`config.mk`:
```
export PLATFORM = sky130hd
export DESIGN_NAME = dmem_arbiter
export DESIGN_NICKNAME = d
export VERILOG_FILES = /design/src/rtl/dmem_arb_pkg.sv /design/src/rtl/dmem_arbiter_starve_counter.sv /design/src/rtl/dmem_arbiter.sv
export SDC_FILE = /design/constraint.sdc
export NUM_CORES = 1
export LEC_CHECK = 0
export CORE_ASPECT_RATIO = 0.75
export CORE_UTILIZATION = 30
export DETAILED_ROUTE_END_ITERATION = 10
export GPL_ROUTABILITY_DRIVEN = 0
export GPL_TIMING_DRIVEN = 0
export PLACE_DENSITY = 0.92
export SLEW_MARGIN = 20
export SYNTH_ARGS = -nofsm -noshare
export SYNTH_HDL_FRONTEND = slang
export SYNTH_SLANG_ARGS = --single-unit
export TNS_END_PERCENT = 5
```
`constraint.sdc`:
```
create_clock -name clk -period 2.3 [get_ports clk]
set_input_delay 0.46 -clock clk [delete_from_list [all_inputs] [get_ports clk]]
set_output_delay 0.46 -clock clk [all_outputs]
set_load 0.005 [all_outputs]
```
`src/rtl/dmem_arb_pkg.sv`:
```
// Shared encodings for the data-memory arbiter: FSM states and port-owner codes.
package dmem_arb_pkg;

  typedef enum logic {
    ST_ARB   = 1'b0,
    ST_FORCE = 1'b1
  } arb_state_e;

  typedef enum logic [1:0] {
    OWN_NONE = 2'd0,
    OWN_CPU  = 2'd1,
    OWN_HOST = 2'd2
  } owner_e;

endpackage

```
`src/rtl/dmem_arbiter_starve_counter.sv`:
```
// Saturating count of consecutive denied host-request cycles with terminal-count flag.
module starve_counter #(
  parameter int CW     = 4,
  parameter int TC_VAL = 3
) (
  input  logic clk,
  input  logic reset,
  input  logic i_clr,
  input  logic i_inc,
  output logic o_tc
);

  localparam logic [CW-1:0] TC = CW'(TC_VAL);

  logic [CW-1:0] r_cnt;

  always_ff @(posedge clk or negedge reset) begin
    if (!reset) begin
      r_cnt <= '0;
    end else if (i_clr) begin
      r_cnt <= '0;
    end else if (i_inc && (r_cnt != '1)) begin
      r_cnt <= r_cnt + 1'b1;
    end
  end

  assign o_tc = (r_cnt == TC);

endmodule

```
`src/rtl/dmem_arbiter.sv`:
```
// Data-memory port arbiter: CPU has fixed priority, a starving host gets a forced slot
// in which the CPU is stalled for one cycle.
module dmem_arbiter
  import dmem_arb_pkg::*;
#(
  parameter int AW         = 8,
  parameter int DW         = 8,
  parameter int STARVE_MAX = 4,
  parameter int CW         = 4
) (
  input  logic          clk,
  input  logic          reset,
  input  logic          cpu_we,
  input  logic          cpu_rd,
  input  logic [AW-1:0] cpu_addr,
  input  logic [DW-1:0] cpu_wdata,
  output logic [DW-1:0] cpu_rdata,
  output logic          cpu_stall,
  input  logic          host_req,
  input  logic          host_we,
  input  logic [AW-1:0] host_addr,
  input  logic [DW-1:0] host_wdata,
  output logic          host_gnt,
  output logic          host_rvalid,
  output logic [DW-1:0] host_rdata,
  output logic [AW-1:0] mem_addr,
  output logic [DW-1:0] mem_wdata,
  output logic          mem_we,
  input  logic [DW-1:0] mem_rdata
);

  arb_state_e    r_state;
  arb_state_e    w_next;
  owner_e        w_owner;
  logic          w_cpu_act;
  logic          w_tc;
  logic          w_cnt_clr;
  logic          w_cnt_inc;
  logic          r_rvalid;
  logic [DW-1:0] r_rdata;

  assign w_cpu_act = cpu_we | cpu_rd;

  starve_counter #(
    .CW     (CW),
    .TC_VAL (STARVE_MAX - 1)
  ) u_starve (
    .clk   (clk),
    .reset (reset),
    .i_clr (w_cnt_clr),
    .i_inc (w_cnt_inc),
    .o_tc  (w_tc)
  );

  always_ff @(posedge clk or negedge reset) begin
    if (!reset) begin
      r_state <= ST_ARB;
    end else begin
      r_state <= w_next;
    end
  end

  always_comb begin
    w_next    = r_state;
    w_owner   = OWN_NONE;
    w_cnt_clr = 1'b0;
    w_cnt_inc = 1'b0;
    cpu_stall = 1'b0;
    host_gnt  = 1'b0;
    case (r_state)
      ST_ARB: begin
        if (w_cpu_act) begin
          w_owner = OWN_CPU;
          if (host_req) begin
            w_cnt_inc = 1'b1;
            // Terminal count means this is the last tolerated denial.
            if (w_tc) w_next = ST_FORCE;
          end else begin
            w_cnt_clr = 1'b1;
          end
        end else if (host_req) begin
          w_owner   = OWN_HOST;
          host_gnt  = 1'b1;
          w_cnt_clr = 1'b1;
        end else begin
          w_cnt_clr = 1'b1;
        end
      end
      ST_FORCE: begin
        // The held CPU access re-presents next cycle, so nothing is lost.
        cpu_stall = 1'b1;
        w_cnt_clr = 1'b1;
        w_next    = ST_ARB;
        if (host_req) begin
          w_owner  = OWN_HOST;
          host_gnt = 1'b1;
        end
      end
      default: w_next = ST_ARB;
    endcase
  end

  always_comb begin
    mem_addr  = cpu_addr;
    mem_wdata = cpu_wdata;
    mem_we    = 1'b0;
    case (w_owner)
      OWN_CPU: begin
        mem_addr  = cpu_addr;
        mem_wdata = cpu_wdata;
        mem_we    = cpu_we;
      end
      OWN_HOST: begin
        mem_addr  = host_addr;
        mem_wdata = host_wdata;
        mem_we    = host_we;
      end
      default: begin
        mem_addr  = cpu_addr;
        mem_wdata = cpu_wdata;
        mem_we    = 1'b0;
      end
    endcase
  end

  assign cpu_rdata = mem_rdata;

  always_ff @(posedge clk or negedge reset) begin
    if (!reset) begin
      r_rvalid <= 1'b0;
      r_rdata  <= '0;
    end else begin
      r_rvalid <= host_gnt & ~host_we;
      if (host_gnt && !host_we) r_rdata <= mem_rdata;
    end
  end

  assign host_rvalid = r_rvalid;
  assign host_rdata  = r_rdata;

endmodule

```
---- Word-level counts from Yosys, hierarchy flattened ----
Cells that the tools add are included.
storage, ports and cells
  input port bits ......................... 46
  output and inout port bits .............. 36
  logic and storage cells ................. 38
  register bits ........................... 14
cells by class
  eq/ne operators ......................... 4
  bitwise operators ....................... 4
  reduce and logical (&&, ||, !) cells .... 4
  mux-type cells .......................... 21
  add/sub/neg operators ................... 1
operators with widths
  kind                                                                    number
  8-bit two-way mux                                                       2
  1-bit two-way mux                                                       10
  4-bit two-way mux                                                       2
  1-bit one-hot mux with 2 select lines                                   4
  4-bit by 1-bit adder with 4-bit output (second input constant)          1
  4-bit by 2-bit equality test with 1-bit output (second input constant)  1
  2-bit two-way mux                                                       2
  4-bit inequality test (second input constant)                           1
  2-bit one-hot mux with 2 select lines                                   1
  2-bit by 1-bit equality test with 1-bit output (second input constant)  1
  2-bit equality test (second input constant)                             1
  1-bit logical AND                                                       2
  1-bit inverter                                                          2
  2-bit nonzero test                                                      1
  1-bit AND                                                               1
  1-bit zero test                                                         1
  1-bit OR                                                                1

---- Longest topological paths before layout ----
  depth after elaboration ................. 6
  depth in mapped cells ................... 7
  mapped depth without buffers ............ 5

---- Hierarchy ----
Synthesis repeated with hierarchy kept, for this count alone.
unflattened totals
  cell total of the unflattened synthesis .. 78
  area, all modules ....................... 917.1 um^2
modules (own cells, without submodules)
  module          times used  cells an instance  seq. area each (um^2)  area an instance (um^2)
  dmem_arbiter    1           57                 250.2                  680.7
  starve_counter  1           21                 100.1                  236.5

---- Worst setup path before layout ----
No wires, ideal clock.
  path type ............................... input -> output
  start ................................... input cpu_rd
  end ..................................... output mem_addr[0]
  stages .................................. 6
  required time ........................... 1.840 ns
  buffers on the path ..................... 2
  arrival time ............................ 1.666 ns
  slack ................................... 0.174 ns
  cells stage by stage .................... o21bai_4 and2_2 ha_1 buf_2 buf_2 mux2_2
between the ends
  word-level cells in the longest chain between the ends .. 5
ends and longest elaborated chain
  element                                RTL line             source
  start, declared                        dmem_arbiter.sv:14   input logic cpu_rd,
  1-bit OR                               dmem_arbiter.sv:42   assign w_cpu_act = cpu_we | cpu_rd;
  2-bit two-way mux                      dmem_arbiter.sv:72   if (w_cpu_act) begin
  2-bit one-hot mux with 2 select lines  dmem_arbiter.sv:70   case (r_state)
  2-bit equality test                    dmem_arbiter.sv:107  case (w_owner)
  8-bit two-way mux                      dmem_arbiter.sv:107
  end, declared                          dmem_arbiter.sv:26   output logic [AW-1:0] mem_addr,
Every way passes these cells.

---- Final worst setup path ----
  start ................................... register r_state
  end ..................................... output mem_addr[4]
between the ends
  word-level cells in the longest chain between the ends .. 4
ends and longest elaborated chain
  element                                    RTL line             source
  start, declared                            dmem_arbiter.sv:32   arb_state_e r_state;
  start signal, assigned                     dmem_arbiter.sv:59   r_state <= w_next;
  1-bit inverter                             n/a
  2-bit one-hot mux with 2 select lines (*)  dmem_arbiter.sv:70
  2-bit equality test (*)                    dmem_arbiter.sv:107
  8-bit two-way mux (*)                      dmem_arbiter.sv:107
Every way passes the cells marked *; elsewhere a longest branch is shown, timed or not.

==> results.txt <==
Entering global routing, the biggest net connects 15 pins. The power per cell area came out at 447 nW/um2. The layout filler cell count is 194.

The root buffer cell is sky130_fd_sc_hd__clkbuf_8. Clock latency on the worst-skew pair, taken at its later pin, is 0.24 ns. In this run the most critical hold path is launched from u_starve.r_cnt[3]$_DFFE_PN0P_. STA puts the critical path data required time at 1.84 ns.

The part of the Yosys area used for sequential elements is 40.3%. After synthesis the cells add up to 868 um2. The nature of the critical path startpoint is a flop.

The worst register-to-register path ends at host_rdata[6]$_DFFE_PN0P_. The total inserted antenna cells came out at 0. The worst pin sits at a relative slew slack of 58.9%. The setup check on the worst reg-to-reg path leaves a slack of 0.94 ns.

TritonCTS built the clock tree. The category of the worst setup path capture point is a primary output. The maximum level of the CTS H-tree came out at 1. The time the worst path needs with I/O delays and setup came out at 2.30 ns.

The logic depth of the worst register-to-register path came out at 4. The post-synthesis average cell area came out at 12.2 um2. The first-pass GRT wire length is 5330 um. The slew at the pin closest to its max-slew limit came out at 0.615 ns.

The average wire per cell in the routed design is 17.4 um. Synthesis produced a netlist with a net count of 119. The die extent in x came out at 64.1 um. The type of the worst setup path is flop to primary output.

The number of slew-limit violations in the final report came out at 0. The path class of the tightest hold or removal check is flop to flop. The hold violation count in the final report is 0. The first-pass iteration count of the detailed router is 3. The count of yosys warnings during synthesis came out at 0.

The total global routing track utilization is 23.4%. The final setup violation count is 0. The cell count of the worst hold path is 1. The number of maximum-capacitance constraint violations came out at 0. The port buffer count is 81. The remaining design rule violation count came out at 0.

The largest fanout on the critical path is 6. The area growth from synthesis to layout came out at 106%. The die height came out at 48.6 um. The CTS buffer count came out at 3. The maximum clock path buffer count came out at 2. The final-stage net count came out at 212.

The total die area is 3120 um2. The top-level port count is 82. The largest clock skew in the final design is 0.00223 ns. The final HPWL from detailed placement is 2380 um. The residual antenna-violating net count after detailed routing came out at 0.

The number of antenna violations at the first check in global routing came to 0. The count of cell types in the netlist came out at 21. The reported leakage power is 0.798 nW. The number of register bits inferred by synthesis is 14. The total clock sinks is 14. The via density per instance came out at 4.72.

In this run the critical register-to-register path is launched from r_state$_DFF_PN0_. The core outline area is 2680 um2. The critical path data arrival time came out at 1.84 ns. The endpoint of the worst hold path is r_state$_DFF_PN0_. The post-route cell area is 1790 um2. Summing all placed instances gives a cell area of 1720 um2.

The starting DRC count in detailed routing came out at 8. The period utilization came out at 99.9%. The routed layout has 935 vias. Setup repair after global routing could not meet its margin everywhere.

The largest vdd supply drop is 509 uV. The floorplan row count is 16. The cell count after synthesis came out at 71. The number of global-route vias before repair is 1,026. The initial standard-cell utilization of the core came out at 32.4%. The worst-case hold slack is 0.496 ns. The residual overflow from global routing is 0. The routed design has 3450 um of wire. The proportion of layout cells with a drive suffix above 1 came out at 41.4%.

The run finished with clean final reports. Derived from the worst setup path, the maximum achievable clock frequency is 435 MHz. Clock-pin slew was measured on the worst setup and hold paths at 0.05 ns.
cells by family (layout without fill, tap and decap cells):
family / count (synthesis) / after routing / synth area share [%]
multiplexers: 25 / 25 / 32.3
flip-flops: 14 / 14 / 40.3
AND/OR/NAND/NOR: 12 / 12 / 9.37
buffers and inverters: 12 / 103 / 8.93
AO/OA/AOI/OAI: 5 / 5 / 5.19
adder cells (fa/ha/maj): 2 / 2 / 2.88
XOR/XNOR: 1 / 1 / 1.01
state kept, by name (all words and copies together) (netlist names):
register / count
host_rdata: 8
r_state: 1
host_rvalid: 1
u_starve.r_cnt: 4
worst max-delay path by stage:
stage / start / end / slack, ns / depth (start not counted)
2_1_floorplan: cpu_rd / mem_addr[0] / 0.17 / 6
3_3_place_gp: cpu_rd / mem_wdata[5] / -0.86 / 8
3_5_place_dp: cpu_rd / mem_addr[0] / -0.95 / 8
4_1_cts: r_state$_DFF_PN0_ / mem_wdata[1] / -0.02 / 7
5_1_grt: r_state$_DFF_PN0_ / mem_addr[4] / -0.03 / 7
6_report: r_state$_DFF_PN0_ / mem_addr[4] / 0.002 / 7
critical path, stage by stage, from the launching register on:
cell and delay (ns):
sky130_fd_sc_hd__dfrtp_1 0.40, sky130_fd_sc_hd__o21bai_4 0.19, sky130_fd_sc_hd__and2_4 0.17, sky130_fd_sc_hd__ha_4 0.15
sky130_fd_sc_hd__buf_6 0.13, sky130_fd_sc_hd__buf_16 0.13, sky130_fd_sc_hd__mux2_4 0.31, sky130_fd_sc_hd__buf_6 0.12
through the flow:
stage	worst slack (ns)	power (mW)	util [%]	std cells	TNS, ns
floorplan	0.174	0.389	-	71	0
global route	-0.0316	0.843	66.8	198	-0.0666
CTS	-0.0180	0.808	68.4	198	-0.0869
global placement	-0.857	0.597	64.3	188	-12.39
finish	0.00225	0.801	66.8	198	0
detailed placement	-0.955	0.609	64.3	188	-13.75
timing repair:
| action | 4_1_cts | 5_1_grt |
|---|---|---|
| buffers inserted | 6 | 0 |
| hold buffers | 0 | 0 |
| setup endpoints to repair | 18 | 15 |
| gates cloned | 1 | 0 |
| resized for setup | 68 | 10 |
| pin swaps | 1 | 0 |
cell usage in the layout (no fill, tap or decap), drive strengths merged, types with 2 or more instances in the layout:
master / synthesis / routed
clkdlybuf4s50: 0 / 61
buf: 10 / 26
mux2: 24 / 24
dfrtp: 14 / 14
clkbuf: 0 / 12
nor2: 4 / 4
inv: 2 / 2
nand3: 2 / 2
nand3b: 2 / 2
ha: 2 / 2
power by group:
group	switching, mW	internal (mW)
Sequential	0.0210	0.283
Combinational	0.0894	0.210
Clock	0.0814	0.116
layer usage:
| layer | part of all wire [%] | track usage, % |
|---|---|---|
| met5 | 0 | 0 |
| met2 | 52 | 43.8 |
| met3 | 9.9 | 10.4 |
| met1 | 35 | 22.5 |
| met4 | 3.1 | 8.52 |
cells in the mapped netlist:
library cell / count / area share, %
sky130_fd_sc_hd__a22oi_1: 1 / 0.86
sky130_fd_sc_hd__a31oi_1: 1 / 0.72
sky130_fd_sc_hd__and2_2: 1 / 0.86
sky130_fd_sc_hd__buf_2: 2 / 1.2
sky130_fd_sc_hd__buf_4: 8 / 6.9
sky130_fd_sc_hd__dfrtp_1: 14 / 40
sky130_fd_sc_hd__ha_1: 2 / 2.9
sky130_fd_sc_hd__inv_1: 2 / 0.86
sky130_fd_sc_hd__mux2_2: 24 / 31
sky130_fd_sc_hd__mux2i_1: 1 / 1.2
sky130_fd_sc_hd__nand3_1: 2 / 1.2
sky130_fd_sc_hd__nand3b_1: 1 / 0.86
sky130_fd_sc_hd__nand3b_4: 1 / 2.3
sky130_fd_sc_hd__nor2_1: 4 / 1.7
sky130_fd_sc_hd__nor3_1: 1 / 0.58
sky130_fd_sc_hd__nor3b_1: 1 / 0.86
sky130_fd_sc_hd__nor4b_1: 1 / 1.0
sky130_fd_sc_hd__o211ai_1: 1 / 0.86
sky130_fd_sc_hd__o21ai_0: 1 / 0.58
sky130_fd_sc_hd__o21bai_4: 1 / 2.2
sky130_fd_sc_hd__xnor2_1: 1 / 1.0
final cells by class:
| cell class | count | area [um2] | share of cell area, % |
|---|---|---|---|
| Inverter | 2 | 7.51 | 0.419 |
| Sequential cell | 14 | 350 | 19.6 |
| Clock buffer | 3 | 41.3 | 2.30 |
| Timing Repair Buffer | 88 | 798 | 44.6 |
| Multi-Input combinational cell | 45 | 463 | 25.8 |
| Buffer | 10 | 86.3 | 4.82 |
| Tap cell | 36 | 45.0 | 2.51 |
Power figures use the tool's default switching activity.
